<file path="src/rtl/fifo_pkg.sv">
// rtl/fifo_pkg.sv - shared constants and helpers for the synchronous FIFO family
package fifo_pkg;

  localparam int FIFO_MODE_STD  = 0;
  localparam int FIFO_MODE_FWFT = 1;

  function automatic int clog2(input int value);
    int r;
    r = 0;
    for (int i = 0; i < 31; i++) begin
      if ((1 << i) < value) r = i + 1;
    end
    return r;
  endfunction

endpackage

</file>
<file path="src/rtl/fifo_ram.sv">
// rtl/fifo_ram.sv - DEPTH x DATA_WIDTH storage, synchronous write, asynchronous read
module fifo_ram #(
  parameter int DATA_WIDTH = 128,
  parameter int DEPTH      = 16,
  parameter int ADDR_W     = 4
) (
  input  logic                  clk,
  input  logic                  i_we,
  input  logic [ADDR_W-1:0]     i_waddr,
  input  logic [DATA_WIDTH-1:0] i_wdata,
  input  logic [ADDR_W-1:0]     i_raddr,
  output logic [DATA_WIDTH-1:0] o_rdata
);

  // Contents are deliberately never reset so this maps onto distributed RAM.
  logic [DATA_WIDTH-1:0] r_mem [DEPTH];

  always_ff @(posedge clk) begin
    if (i_we) r_mem[i_waddr] <= i_wdata;
  end

  assign o_rdata = r_mem[i_raddr];

endmodule

</file>
<file path="src/rtl/fifo_sync_fwft.sv">
// rtl/fifo_sync_fwft.sv - single-clock FIFO, standard or show-ahead read; FIFO_ERR_FLAGS_EN adds sticky error flags
module fifo_sync_fwft
  import fifo_pkg::*;
#(
  parameter int  DATA_WIDTH  = 128,
  parameter int  DEPTH       = 16,
  parameter int  ALMOST_MTY  = 1,
  parameter int  ALMOST_FULL = 1,
  parameter int  SHOWAHEAD   = 0,
  localparam int ADDR_W      = clog2(DEPTH)
) (
  input  logic                  clk,
  input  logic                  srst,
  input  logic                  wr,
  input  logic [DATA_WIDTH-1:0] data,
  input  logic                  rd,
  output logic [DATA_WIDTH-1:0] q,
  output logic                  full,
  output logic                  almost_full,
  output logic                  mty,
  output logic                  almost_mty,
  output logic [ADDR_W:0]       count,
  output logic                  overflow,
  output logic                  underflow
);

  localparam logic [ADDR_W:0] CNT_FULL  = (ADDR_W+1)'(DEPTH);
  localparam logic [ADDR_W:0] CNT_AFULL = (ADDR_W+1)'(DEPTH - ALMOST_FULL);
  localparam logic [ADDR_W:0] CNT_AMTY  = (ADDR_W+1)'(ALMOST_MTY);

  logic [ADDR_W-1:0]     r_wr_ptr;
  logic [ADDR_W-1:0]     r_rd_ptr;
  logic [ADDR_W:0]       r_count;
  logic [DATA_WIDTH-1:0] w_rd_data;
  logic                  w_rd_ok;
  logic                  w_wr_ok;

  // A full FIFO still takes a write when the head is popped in the same cycle.
  assign w_rd_ok = rd & ~mty;
  assign w_wr_ok = wr & (~full | w_rd_ok);

  always_ff @(posedge clk) begin
    if (srst) begin
      r_wr_ptr <= '0;
      r_rd_ptr <= '0;
      r_count  <= '0;
    end else begin
      if (w_wr_ok) r_wr_ptr <= r_wr_ptr + ADDR_W'(1);
      if (w_rd_ok) r_rd_ptr <= r_rd_ptr + ADDR_W'(1);
      case ({w_wr_ok, w_rd_ok})
        2'b10:   r_count <= r_count + (ADDR_W+1)'(1);
        2'b01:   r_count <= r_count - (ADDR_W+1)'(1);
        default: r_count <= r_count;
      endcase
    end
  end

  fifo_ram #(
    .DATA_WIDTH(DATA_WIDTH),
    .DEPTH     (DEPTH),
    .ADDR_W    (ADDR_W)
  ) u_ram (
    .clk    (clk),
    .i_we   (w_wr_ok),
    .i_waddr(r_wr_ptr),
    .i_wdata(data),
    .i_raddr(r_rd_ptr),
    .o_rdata(w_rd_data)
  );

  generate
    if (SHOWAHEAD == FIFO_MODE_FWFT) begin : g_fwft
      assign q = w_rd_data;
    end else begin : g_std
      logic [DATA_WIDTH-1:0] r_q;
      always_ff @(posedge clk) begin
        if (srst)         r_q <= '0;
        else if (w_rd_ok) r_q <= w_rd_data;
      end
      assign q = r_q;
    end
  endgenerate

  assign count       = r_count;
  assign mty         = (r_count == '0);
  assign full        = (r_count == CNT_FULL);
  assign almost_full = (r_count >= CNT_AFULL);
  assign almost_mty  = (r_count <= CNT_AMTY);

`ifdef FIFO_ERR_FLAGS_EN
  logic r_overflow;
  logic r_underflow;

  always_ff @(posedge clk) begin
    if (srst) begin
      r_overflow  <= 1'b0;
      r_underflow <= 1'b0;
    end else begin
      if (wr & ~w_wr_ok) r_overflow  <= 1'b1;
      if (rd & mty)      r_underflow <= 1'b1;
    end
  end

  assign overflow  = r_overflow;
  assign underflow = r_underflow;
`else
  assign overflow  = 1'b0;
  assign underflow = 1'b0;
`endif

endmodule

</file>
<file path="config.mk">
export PLATFORM = sky130hd
export DESIGN_NAME = fifo_sync_fwft
export DESIGN_NICKNAME = d
export VERILOG_FILES = /design/src/rtl/fifo_pkg.sv /design/src/rtl/fifo_ram.sv /design/src/rtl/fifo_sync_fwft.sv
export SDC_FILE = /design/constraint.sdc
export NUM_CORES = 2
export LEC_CHECK = 0
export ABC_AREA = 1
export CORE_MARGIN = 3
export CORE_UTILIZATION = 46
export DETAILED_ROUTE_END_ITERATION = 7
export PLACE_DENSITY_LB_ADDON = 0.1
export REMOVE_ABC_BUFFERS = 1
export SLEW_MARGIN = 10
export SYNTH_ARGS = -nofsm -noshare
export SYNTH_HDL_FRONTEND = slang
export SYNTH_SLANG_ARGS = --single-unit
</file>
<file path="constraint.sdc">
create_clock -name clk -period 11.3 [get_ports clk]
set_input_delay 3.39 -clock clk [delete_from_list [all_inputs] [get_ports clk]]
set_output_delay 3.39 -clock clk [all_outputs]
set_load 0.1 [all_outputs]
</file>
==> flow_summary_export.csv <==
group,metric,value,unit
die,die_y,450,µm
detailed_routing,drcViolationCount,0,
final_layout,fin_cells,11300,
die,core,195000,µm²
yosys,synth_top_area_share,0.678,
yosys,synth_flop_cell,"edfxtp_1",
die,dieArea,202000,µm²
detailed_routing,vias,59000,
placed_design,numPortBuffers,268,
detailed_routing,via_per_inst,5.23,
setup_path,critPathKind,"flip-flop to output port",
clock_network,cts.sinks,2189,
detailed_routing,first_iter_violations,5382,
yosys,synthTopCellsByArea,"edfxtp_1 68%, nand2_1 12%, nand3_1 8.0%",
grt,grt-ovfl-total,0,
final_layout,final_area,102000,µm²
outcome,status,"finished clean",
setup_path,r2r-start,"r_rd_ptr[0]",
placed_design,gp_congestion,0.778,
timing,fin_crit_sh,0.576,
clock_network,post_cts_buffers,0,
pwr,total_power,0.0210,W
timing,tightest_slew,1.24,ns
setup_path,r2r_slack,6.16,ns
clock_network,cts_max_level,4,
placed_design,dp_cells,10800,
final_layout,drive_gt1_frac,0.0597,
job,maxCapViolCount,0,
clock_network,clkTransAtPathRegs,0.06,ns
grt,grt.total_usage,0.240,
setup_path,crit_path_end_kind,"output port",
die,row_count,162,
placed_design,placed_area,94900,µm²
timing,clock_skew,0.0276,ns
yosys,ys_types,34,
yosys,synth_edf_count,2048,
detailed_routing,ant_nets,0,
yosys,synth_mux_area_frac,0,
worst_hold_path,min_from,"r_wr_ptr[3]",
yosys,synthCells,8343,
yosys,syn_area,90700,µm²
timing,rsz0062_at_grt,"no",
timing,slew_headroom,0.173,
worst_hold_path,min_delay_path_depth,2,
yosys,yosysSeqAreaShare,0.709,
die,die_w,450,µm
clock_network,cts_tree,"done",
detailed_routing,totalWireLength,246000,µm
timing,finalSetupViolCount,0,
clock_network,numCtsBuffers,227,
yosys,synth_xor_area_frac,0.000676,
final_layout,utilization,0.524,
pwr,leakage,40.2,nW
clock_network,cts_root_buffer,"clkbuf_16",
worst_hold_path,min_path_type,"flip-flop to flip-flop",
clock_network,cts_buffer_depth,3,
clock_network,worstSkewPairLatency,0.87,ns
setup_path,critPathLaunchType,"flip-flop",
worst_hold_path,min_to,"r_wr_ptr[3]",
die,io_pins,271,
setup_path,required,7.91,ns
final_layout,final_net_count,8595,
yosys,ys_ff_latch,2189,
grt,grt_max_degree,228,
setup_path,crit_fanout,5,
clock_network,postCtsHoldBufs,0,
yosys,synth_warnings,0,
timing,fin_crit,6.51,ns
placed_design,dp_hpwl,122000,µm
grt,grt_pass1_vias,57200,
timing,slew_viol_final,0,
yosys,synth_compound_area_frac,0.00490,
grt,antenna_found_initial,15,
yosys,synth_top_family_by_area,"simple AND/OR/NAND/NOR gates",
yosys,synth.avg_cell_area,10.9,µm²
setup_path,r2r_cells,12,
setup_path,worstPathArrival,3.12,ns
final_layout,syn_to_final_growth,12.9,%
yosys,synth_top_area_cell,"edfxtp_1",
yosys,async_flop_share,0,
timing,hold_viol_final,0,
pwr,vdd_ir_drop_max,0.000182,V
yosys,yosys.area_share.simple,0.221,
timing,fmax,154,MHz
grt,grt_pass1_wl,370000,µm
timing,holdWs,0.495,ns
setup_path,r2r_end,"q[123]",
die,start_util,0.464,
detailed_routing,post_drt_wl_per_cell,21.8,µm
pwr,power_density,205,nW/µm²
detailed_routing,firstDrtPassIters,5,
yosys,synth_fa_ha_area_frac,0.00138,
clock_network,cts_resized,0,
==> cell usage after synthesis (10+ instances only) <==
cell type and n:
a21oi_1 21, edfxtp_1 2048, o21ai_0 22, ha_1 10
or2_2 63, nor2_1 333, buf_1 34, dfxtp_1 141
nand3_1 1448, clkbuf_1 108, buf_4 47, nand2_1 2883
buf_2 222, inv_1 801, buf_6 55, o21ai_1 44
or2_1 36
==> cells in the final DEF, fill, tap and decap left out, types with 2 or more instances in the layout <==
cell / netlist / layout
nand3_1: 1448 / 1448
clkinv_8: 0 / 7
a21oi_1: 21 / 21
buf_12: 0 / 10
clkinv_4: 0 / 3
nor2_1: 333 / 317
xnor2_1: 2 / 2
clkinvlp_4: 0 / 5
inv_1: 801 / 800
clkinv_1: 1 / 32
clkbuf_1: 108 / 62
inv_8: 0 / 3
clkdlybuf4s50_1: 0 / 267
dfxtp_1: 141 / 137
clkbuf_8: 0 / 30
dfxtp_4: 0 / 4
nand2_1: 2883 / 2883
or2_1: 36 / 36
inv_16: 0 / 6
nor2_4: 1 / 17
buf_4: 47 / 74
clkbuf_16: 0 / 229
clkinv_2: 1 / 44
diode_2: 0 / 7
xor2_1: 5 / 5
o21ai_1: 44 / 44
ha_1: 10 / 10
edfxtp_1: 2048 / 2048
bufinv_16: 0 / 13
o21ai_0: 22 / 22
or2_2: 63 / 63
conb_1: 1 / 2
==> critical path, stage by stage, from the launching register on <==
cell and delay, ns:
dfxtp_1 0.42, ha_1 0.21, nand2_1 0.06, nor2_1 0.10
ha_1 0.15, nor2_1 0.03, o21ai_0 0.10, clkdlybuf4s50_1 1.18
==> metrics by stage <==
stage | TNS (ns) | worst slack [ns]
floorplan | -4671.70 | -35.92
global placement | 0 | 4.19
detailed placement | 0 | 4.16
CTS | 0 | 4.69
global route | 0 | 4.56
finish | 0 | 4.79
==> worst max-delay path by stage <==
| stage | start | end | slack (ns) | cells after the start |
|---|---|---|---|---|
| floorplan | r_rd_ptr[0] | r_rd_ptr[3] | -35.92 | 5 |
| detailed placement | rd | u_ram.r_mem[9][13] | 4.16 | 9 |
| CTS | count[0] | almost_full | 4.69 | 7 |
| global placement | rd | u_ram.r_mem[9][61] | 4.19 | 9 |
| finish | count[0] | almost_full | 4.79 | 7 |
| global route | count[0] | almost_full | 4.56 | 7 |
==> per-layer routing <==
metal | part of all wire | routed length [µm] | GRT usage | vias to the layer above
li1 | - | - | - | 27900
met1 | 0.45 | 110000 | 0.341 | 29000
met2 | 0.47 | 116000 | 0.390 | 1717
met3 | 0.057 | 14000 | 0.0329 | 372
met4 | 0.022 | 5370 | 0.0627 | 2
met5 | 0.000033 | 8 | 0 | -
==> where the power goes <==
part	internal (W)	leakage, nW	switching [W]
logic	0.00108	16.9	0.00326
registers	0.00911	19.7	0.000179
clock network	0.00423	3.63	0.00315
==> sequential cells by signal, summed over array words and instances, names as in the netlist <==
register / cells
u_ram.r_mem: 2048
q: 128
count: 5
r_rd_ptr: 4
r_wr_ptr: 4
==> kinds of logic (layout without fill, tap and decap cells) <==
family / after synthesis / count (layout)
AOI/OAI and AO/OA: 88 / 88
xor gates and xnor gates: 7 / 7
adders and majority gates: 10 / 10
buffers and inverters: 1278 / 1589
DFF: 2189 / 2189
other: 1 / 9
and+or+nand+nor: 4770 / 4770
==> layout make-up <==
cell class | instances | area [µm²]
Fill cell | 17100 | 93100
Sequential cell | 2189 | 64300
Multi-Input combinational cell | 4877 | 20800
Clock buffer | 321 | 6380
Timing Repair Buffer | 352 | 3440
Tap cell | 2624 | 3280
Inverter | 806 | 3080
Clock inverter | 110 | 1030
Antenna cell | 7 | 17.5
(Power assumes the default switching activity.)
